**src/rtl/control_mult_der_izq_pkg.sv**
```systemverilog
// -----------------------------------------------------------------------------
// control_mult_der_izq_pkg
//   Shared definitions for the right-to-left shift-and-add multiplier.
//   - estado_t   : FSM state encoding (REPOSO / PASO / FIN).
//   - K_DEFAULT  : default operand width in bits.
//   - ancho_cnt  : width of the step counter for a given operand width.
// -----------------------------------------------------------------------------
package control_mult_der_izq_pkg;

  localparam int K_DEFAULT = 4;

  typedef enum logic [1:0] {
    REPOSO = 2'd0,
    PASO   = 2'd1,
    FIN    = 2'd2
  } estado_t;

  // The counter has to hold 0..K-1; one extra bit keeps it safe for
  // widths that are exact powers of two.
  function automatic int ancho_cnt(input int k);
    return $clog2(k) + 1;
  endfunction

endpackage

```
**src/rtl/control_mult_der_izq_camino_datos.sv**
```systemverilog
// -----------------------------------------------------------------------------
// camino_datos_der_izq
//   Datapath of the shift-and-add multiplier. The multiplier register is
//   consumed from its LSB while the zero-extended multiplicand moves left, so
//   each step adds the correctly weighted partial product to the accumulator.
//
//   Ports
//     clk, reset          : clock and asynchronous active-high reset
//     cargar              : capture operands, clear accumulator
//     paso                : perform one add/shift step
//     guardar             : load producto from the result of this step
//     a_valor [K-1:0]     : multiplicand
//     b_valor [K-1:0]     : multiplier
//     producto [2K-1:0]   : registered result, held between loads
// -----------------------------------------------------------------------------
module camino_datos_der_izq
  import control_mult_der_izq_pkg::*;
#(
  parameter int K = K_DEFAULT
) (
  input  logic           clk,
  input  logic           reset,
  input  logic           cargar,
  input  logic           paso,
  input  logic           guardar,
  input  logic [K-1:0]   a_valor,
  input  logic [K-1:0]   b_valor,
  output logic [2*K-1:0] producto
);

  logic [2*K-1:0] multiplicando;
  logic [K-1:0]   multiplicador;
  logic [2*K-1:0] acumulador;
  logic [2*K-1:0] suma;

  // 2K bits always suffice: the largest product is (2^K-1)^2 < 2^(2K).
  always_comb begin
    suma = acumulador;
    if (multiplicador[0]) begin
      suma = acumulador + multiplicando;
    end
  end

  always_ff @(posedge clk or posedge reset) begin
    if (reset) begin
      multiplicando <= '0;
      multiplicador <= '0;
      acumulador    <= '0;
    end else if (cargar) begin
      multiplicando <= {{K{1'b0}}, a_valor};
      multiplicador <= b_valor;
      acumulador    <= '0;
    end else if (paso) begin
      acumulador    <= suma;
      multiplicando <= multiplicando << 1;
      multiplicador <= multiplicador >> 1;
    end
  end

  // The final step's sum is taken directly so producto is ready in FIN.
  always_ff @(posedge clk or posedge reset) begin
    if (reset) begin
      producto <= '0;
    end else if (guardar) begin
      producto <= suma;
    end
  end

endmodule

```
**src/rtl/control_mult_der_izq.sv**
```systemverilog
// -----------------------------------------------------------------------------
// control_mult_der_izq
//   Sequential unsigned K x K multiplier. A request accepted in REPOSO runs
//   exactly K PASO cycles followed by one FIN cycle, in which valido pulses
//   and producto already holds the new result.
//
//   Ports
//     clk                 : clock, rising edge
//     reset               : asynchronous active-high reset
//     inicio              : start request, sampled only while listo=1
//     A_valor [K-1:0]     : multiplicand, captured on the accepting edge
//     B_valor [K-1:0]     : multiplier, captured on the accepting edge
//     listo               : ready (state REPOSO)
//     ocupado             : busy (states PASO and FIN)
//     valido              : one-cycle result strobe (state FIN)
//     producto [2K-1:0]   : result, held until the next FIN
// -----------------------------------------------------------------------------
module control_mult_der_izq
  import control_mult_der_izq_pkg::*;
#(
  parameter int K = K_DEFAULT
) (
  input  logic           clk,
  input  logic           reset,
  input  logic           inicio,
  input  logic [K-1:0]   A_valor,
  input  logic [K-1:0]   B_valor,
  output logic           listo,
  output logic           ocupado,
  output logic           valido,
  output logic [2*K-1:0] producto
);

  localparam int                CNT_W  = ancho_cnt(K);
  localparam logic [CNT_W-1:0]  ULTIMO = CNT_W'(K - 1);
  localparam logic [CNT_W-1:0]  UNO    = CNT_W'(1);

  estado_t          estado;
  logic [CNT_W-1:0] cnt;
  logic             cargar;
  logic             paso;
  logic             guardar;

  // Datapath strobes decoded from the current state.
  assign cargar  = (estado == REPOSO) && inicio;
  assign paso    = (estado == PASO);
  assign guardar = paso && (cnt == ULTIMO);

  // Outputs are registered alongside the state so they always match it.
  always_ff @(posedge clk or posedge reset) begin
    if (reset) begin
      estado  <= REPOSO;
      cnt     <= '0;
      listo   <= 1'b1;
      ocupado <= 1'b0;
      valido  <= 1'b0;
    end else begin
      case (estado)
        REPOSO: begin
          if (inicio) begin
            estado  <= PASO;
            cnt     <= '0;
            listo   <= 1'b0;
            ocupado <= 1'b1;
          end
        end
        PASO: begin
          cnt <= cnt + UNO;
          // No early exit on a zero multiplier: latency is always K steps.
          if (cnt == ULTIMO) begin
            estado <= FIN;
            valido <= 1'b1;
          end
        end
        FIN: begin
          estado  <= REPOSO;
          listo   <= 1'b1;
          ocupado <= 1'b0;
          valido  <= 1'b0;
        end
        default: begin
          // Unreachable encoding 2'd3: recover to idle.
          estado  <= REPOSO;
          cnt     <= '0;
          listo   <= 1'b1;
          ocupado <= 1'b0;
          valido  <= 1'b0;
        end
      endcase
    end
  end

  camino_datos_der_izq #(
    .K (K)
  ) u_camino_datos (
    .clk      (clk),
    .reset    (reset),
    .cargar   (cargar),
    .paso     (paso),
    .guardar  (guardar),
    .a_valor  (A_valor),
    .b_valor  (B_valor),
    .producto (producto)
  );

endmodule

```
**config.mk**
```make
export PLATFORM = sky130hd
export DESIGN_NAME = control_mult_der_izq
export DESIGN_NICKNAME = d
export VERILOG_FILES = /design/src/rtl/control_mult_der_izq_pkg.sv /design/src/rtl/control_mult_der_izq_camino_datos.sv /design/src/rtl/control_mult_der_izq.sv
export SDC_FILE = /design/constraint.sdc
export NUM_CORES = 1
export LEC_CHECK = 0
export BUFFER_PORTS_ARGS = -buffer_cell sky130_fd_sc_hd__buf_2
export CAP_MARGIN = 20
export CELL_PAD_IN_SITES_DETAIL_PLACEMENT = 0
export CELL_PAD_IN_SITES_GLOBAL_PLACEMENT = 2
export CORE_MARGIN = 3
export CORE_UTILIZATION = 37
export CTS_CLUSTER_SIZE = 24
export DETAILED_ROUTE_END_ITERATION = 10
export PLACE_DENSITY = 0.86
export SLEW_MARGIN = 20
export SYNTH_ARGS = -nofsm -noshare
export SYNTH_HDL_FRONTEND = slang
export SYNTH_SLANG_ARGS = --single-unit
```
**constraint.sdc**
```tcl
create_clock -name clk -period 2.4 [get_ports clk]
set_input_delay 0.24 -clock clk [delete_from_list [all_inputs] [get_ports clk]]
set_output_delay 0.24 -clock clk [all_outputs]
set_load 0.02 [all_outputs]
```
-- After elaboration in Yosys (flattened, before gate mapping)
Index checks and enable logic that the tools add are counted.
- word-level logic and storage cells: 45
- bits of input ports: 11
- flip-flop bits (word level): 36
- output and inout port bits: 11
- bitwise gates (word level): 3
- equality and inequality tests: 5
- add/subtract/negate cells: 2
- multiplexer cells: 18
- reductions and logical operators: 8
- operators with widths (operator ; count):
    $mux W8 ; 5
    $pmux W3 S3 ; 1
    $add A8 B8 Y8 ; 1
    $mux W4 ; 2
    $reduce_and A2 Y1 ; 4
    $pmux W1 S2 ; 3
    $mux W2 ; 2
    $pmux W2 S2 ; 1
    $add A3 B1 Y3 const B ; 1
    $eq A3 B2 Y1 const B ; 1
    $mux W1 ; 3
    $mux W3 ; 1
    $not A1 Y1 ; 3
    $eq A2 B1 Y1 const B ; 1
    $eq A2 B2 Y1 const B ; 1
    $logic_and A1 B1 Y1 ; 2
    $logic_not A2 Y1 ; 1
    $ne A2 B1 Y1 const B ; 1
    $ne A2 B2 Y1 const B ; 1
    $reduce_bool A2 Y1 ; 1

-- Longest topological paths before layout
- depth in word-level cells: 4
- mapped depth: 7
- depth with buffers taken out: 7

-- By module
A second synthesis with hierarchy kept.
- cell total of the unflattened synthesis: 191
- area, all modules: 1916.8 um^2
- by module, submodules not included (module ; times used ; sequential area each (um^2) ; cells each ; area each (um^2)):
    camino_datos_der_izq ; 1 ; 700.7 ; 160 ; 1569.0
    control_mult_der_izq ; 1 ; 201.4 ; 31 ; 347.8

-- Worst setup path after synthesis
OpenSTA, ideal clock, no wires.
- path kind: register to register
- start: register u_camino_datos.acumulador[0]
- end: register u_camino_datos.producto[6]
- clock period less this slack: 1.884 ns
- required time: 2.280 ns
- stages on the path, launching flop included: 7
- path buffers: 0
- setup time: 0.120 ns
- arrival time: 1.763 ns
- slack: 0.516 ns
- cells stage by stage: dfrtp_1 -> ha_1 -> fa_1 -> a21o_2 -> a41oi_1 -> xnor2_1 -> a31o_2
- cells in the longest elaborated chain, start to end: 2
- RTL lines (item ; RTL line ; text):
    start: declaration ; control_mult_der_izq_camino_datos.sv:33 ; logic [2*K-1:0] acumulador;
    start signal: assignment ; control_mult_der_izq_camino_datos.sv:54 ; acumulador <= suma;
    $add A8 B8 Y8 ; control_mult_der_izq_camino_datos.sv:40 ; suma = acumulador + multiplicando;
    $mux W8 ; control_mult_der_izq_camino_datos.sv:39 ; if (multiplicador[0]) begin
    end signal: assignment ; control_mult_der_izq_camino_datos.sv:65 ; producto <= suma;
    end: declaration ; control_mult_der_izq_camino_datos.sv:28 ; output logic [2*K-1:0] producto
Every way passes these cells.
A chain may end at the register's enable or synchronous reset.

-- Final worst setup path
Same ends and word-level chain as after synthesis.

==> summary.md <==
For the final routed database, the setup TNS stands at 0 ps. The run gives 5 as the TritonCTS buffer count. The tools report the routability congestion estimate from global placement as 0.893.

After filler insertion, the fill cell instance count of the layout stands at 437. The global route total overflow was 0; the area taken by multi-input logic gates was 807 µm². Global routing used 15.2% of the available tracks. For the antenna violation net count after detailed routing, the log shows 0.

The cell sitting at the root of the clock tree is a sky130_fd_sc_hd__clkbuf_8. The slew of the pin with the lowest slew margin works out to 595 ps. The number of failing setup endpoints in the final timing report came out at 0.

The share of flip-flops with an asynchronous set or reset after synthesis is 100%, and the mux cell area share after synthesis is 2.83%. In this run the tool buffered the top-level ports with 21 buffer cells. The number of setup buffers added after CTS is 0. The I/O pin count was 22.

The worst setup path is launched from a flop. The final hold violation count was 0. By startpoint and endpoint, the worst setup path is classified as reg -> reg. The adder-cell share of the synthesized area is 7.49%, and the highest attainable clock frequency is 0.500 GHz. Classification of the worst-slack hold path: in -> async. In this run the number of H-tree levels came out at 2. The initial antenna violation count came out at 0. The slowest stage of the critical path is the sky130_fd_sc_hd__fa_1 cell.

During synthesis, Yosys emitted a total of 0 warnings. In the layout the commonest cells are sky130_fd_sc_hd__dfrtp_1 (35), sky130_fd_sc_hd__o21ai_0 (21), sky130_fd_sc_hd__buf_2 (21), sky130_fd_sc_hd__nand2_1 (20), sky130_fd_sc_hd__a22o_1 (11). Critical path's top delay family: compound AO/OA/AOI/OAI gates.

TritonCTS built the clock tree. For the worst-skew pair, the clock arrives at the later sink with an insertion delay of 290 ps. Row generation in the floorplan step produced 24 rows. Wire length of the first global-routing pass: 6.42 mm. For this run, design rule violations remaining after detail routing come to 0. When the netlist entered floorplanning its net count stood at 189. In the synthesized netlist the dominant register cell turns out to be sky130_fd_sc_hd__dfrtp_1. After technology mapping, the gate count stands at 168.

Tracing the worst setup path back leads to its startpoint at u_camino_datos.acumulador[0]. The top cell type's share of synthesized area came out at 49.5%. The delay contributed by the slowest stage of the critical path was 410 ps; the data arrival time of the worst path was 2180 ps. The die area came out at 5650 µm². The dominant combinational cell family by area after synthesis is compound AO/OA/AOI/OAI gates. Entering global routing, the biggest net connects 37 pins. In this run the tightest slew margin relative to its limit is 60.3%. The sequential share of the synthesized area was 51.0%. After synthesis, the mean cell area works out to 10.5 µm². The area inside the core boundary is 4470 µm², and the initial standard-cell utilization of the core is 39.6%.

The clock transition at the register clock pins on the worst setup and hold paths after CTS is 80 ps. The number of vias in the routed layout is 1309. The library cell used most frequently in the layout, excluding fill and tap cells, is sky130_fd_sc_hd__dfrtp_1.

The flow ran to the end, and the final reports show no timing, DRC or antenna violations. Excluding fillers, the count of instances in the completed layout stands at 245. The synthesized-area fraction occupied by and/or/nand/nor cells is 9.12%, and the ratio of final minimum period to clock period is 83.4%. Number of distinct library cells after synthesis: 34. The number of max-cap violations was 0. 0 antenna diodes ended up in the layout. Ranked by total cell area, the synthesized netlist is headed by sky130_fd_sc_hd__dfrtp_1 (49%), sky130_fd_sc_hd__ha_1 (6.4%), sky130_fd_sc_hd__o21ai_0 (5.9%).

The final number of max-transition violations was 0; the number of synthesized flops with an enable pin was 0. From bottom edge to top edge, the die measures 75.2 µm. The number of global-route vias before repair came out at 1344. In this run the deepest clock path goes through 2 buffers.

In the final design database the tool counted 213 nets. The total power per unit cell area works out to 1350 nW/µm². The signal on the critical path passes through ha_1 -> fa_1 -> a21o_2 -> a41oi_1 -> xnor2_1 -> a31o_2. The cell accounting for the most synthesized area was sky130_fd_sc_hd__dfrtp_1.

In the final routed layout, each cell accounts on average for 14.9 µm. The share of the synthesized area in compound gates (AO/OA/AOI/OAI) is 23.7%. The static power due to leakage came out at 0.976 nW.

After clock tree synthesis, the repair step resized 0 gates. The fraction of layout cells with a size suffix above 1 is 20.2%. The floorplan step set the die width to 75.2 µm. Setup repair after global routing left no endpoint under its margin.

STA classifies the critical path endpoint as a flop. The register bit total from synthesis is 36, and the final HPWL from detailed placement is 2.57 mm. The routed design could run at a clock period as short as 2000 ps.

The origin of the critical flop-to-flop path is u_camino_datos.acumulador[0]. The clock arrives with 5.10 ps of skew. The buffering stage count on the worst path with inverters included was 0; the largest driver fanout on the critical path was 3.

Compared with the post-synthesis result, the final layout area differs by 15.8%. Of the total synthesized cell area, the portion taken by XOR and XNOR cells is 2.47%. STA puts the critical path data required time at 2580 ps. After detailed placement, the design holds a cell count of 237.

The routed design has 3.64 mm of wire. The number of iterations in the first detailed-routing pass is 4. VDD sags by at most 0.468 mV. The area occupied by registers is 902 µm², and the average via count per standard cell is 5.34.

Summing every instance area after synthesis gives 1770 µm². The number of DRC markers after the initial detailed-route iteration was 44. Counting every sink on the clock net gives 36. The number of hold-repair buffers added at the cts stage is 0.
## per-layer routing
layer	routed length (µm)	GRT usage (%)	vias to the layer above
li1	-	-	650
met2	1750	24.4	27
met3	149	4.81	10
met1	1650	18.9	622
met4	91	6.60	0
met5	0	0	-
## path summary, 6_finish.rpt
| kind | endpoint | slack [ps] | cells after the start |
|---|---|---|---|
| max | u_camino_datos.producto[6] | 400 | 6 |
| min | u_camino_datos.multiplicador[1] | 30 | 3 |
| max reg2reg | u_camino_datos.producto[6] | 400 | 6 |
| min reg2reg | u_camino_datos.producto[2] | 470 | 2 |
| max in group asynchronous | listo | 2030 | 3 |
| min in group clk | u_camino_datos.multiplicador[3] | 200 | 2 |
## flip-flops by register name, summed over array words and instances (netlist names)
name / flops
u_camino_datos.multiplicador: 4
ocupado: 1
estado: 2
listo: 1
u_camino_datos.producto: 8
cnt: 3
u_camino_datos.acumulador: 8
valido: 1
u_camino_datos.multiplicando: 8
## cell families after synthesis
kind of cell / after synthesis
and+or+nand+nor: 35
buffers and inverters: 16
AOI/OAI and AO/OA: 61
adders and majority gates: 10
DFF: 36
xor gates and xnor gates: 5
muxes: 5
## report_power, final
part / switching (mW) / internal [mW] / leakage (nW)
combinational: 0.631 / 0.494 / 0.451
sequential: 0.252 / 0.860 / 0.471
clock: 0.226 / 0.307 / 0.0541
## layout make-up
class,count,area share (%)
well taps,52,3.17
multi-input cells,116,39.4
clock inverters,3,2.07
flip-flops and latches,36,44.0
repair buffers,25,6.59
clock buffers,5,3.36
inverters,8,1.46
## worst reg2reg max path: stages, from the launching register on
cell and delay [ps]:
sky130_fd_sc_hd__dfrtp_1 400, sky130_fd_sc_hd__ha_1 250, sky130_fd_sc_hd__fa_1 410, sky130_fd_sc_hd__a21o_2 220
sky130_fd_sc_hd__a41oi_1 240, sky130_fd_sc_hd__xnor2_1 120, sky130_fd_sc_hd__a31o_2 250
## metrics by stage
| stage | instance area [µm²] | power, mW | hold slack (ps) | worst slack [ps] | util, % |
|---|---|---|---|---|---|
| after floorplan | 1770 | 1.93 | 402 | 516 | - |
| after global placement | 1940 | 2.23 | 358 | 455 | 43.3 |
| after detailed placement | 1940 | 2.26 | 376 | 391 | 43.3 |
| after CTS | 2050 | 2.80 | 48.9 | 397 | 45.8 |
| after global routing | 2050 | 3.02 | 77.2 | 206 | 45.8 |
| final | 2050 | 2.77 | 27.2 | 398 | 45.8 |
## Yosys cell counts (4+ instances only)
cell type and n:
sky130_fd_sc_hd__dfrtp_1 35, sky130_fd_sc_hd__o21bai_1 4, sky130_fd_sc_hd__nand2_1 20, sky130_fd_sc_hd__ha_1 9
sky130_fd_sc_hd__xnor2_1 5, sky130_fd_sc_hd__o21ai_0 21, sky130_fd_sc_hd__a21oi_1 5, sky130_fd_sc_hd__a22o_1 11
sky130_fd_sc_hd__a22oi_1 6, sky130_fd_sc_hd__mux2i_1 5, sky130_fd_sc_hd__nor2_1 4, sky130_fd_sc_hd__nor2b_1 5
sky130_fd_sc_hd__clkbuf_1 6, sky130_fd_sc_hd__inv_1 8
No activity file was read; power rests on OpenSTA's default activity.
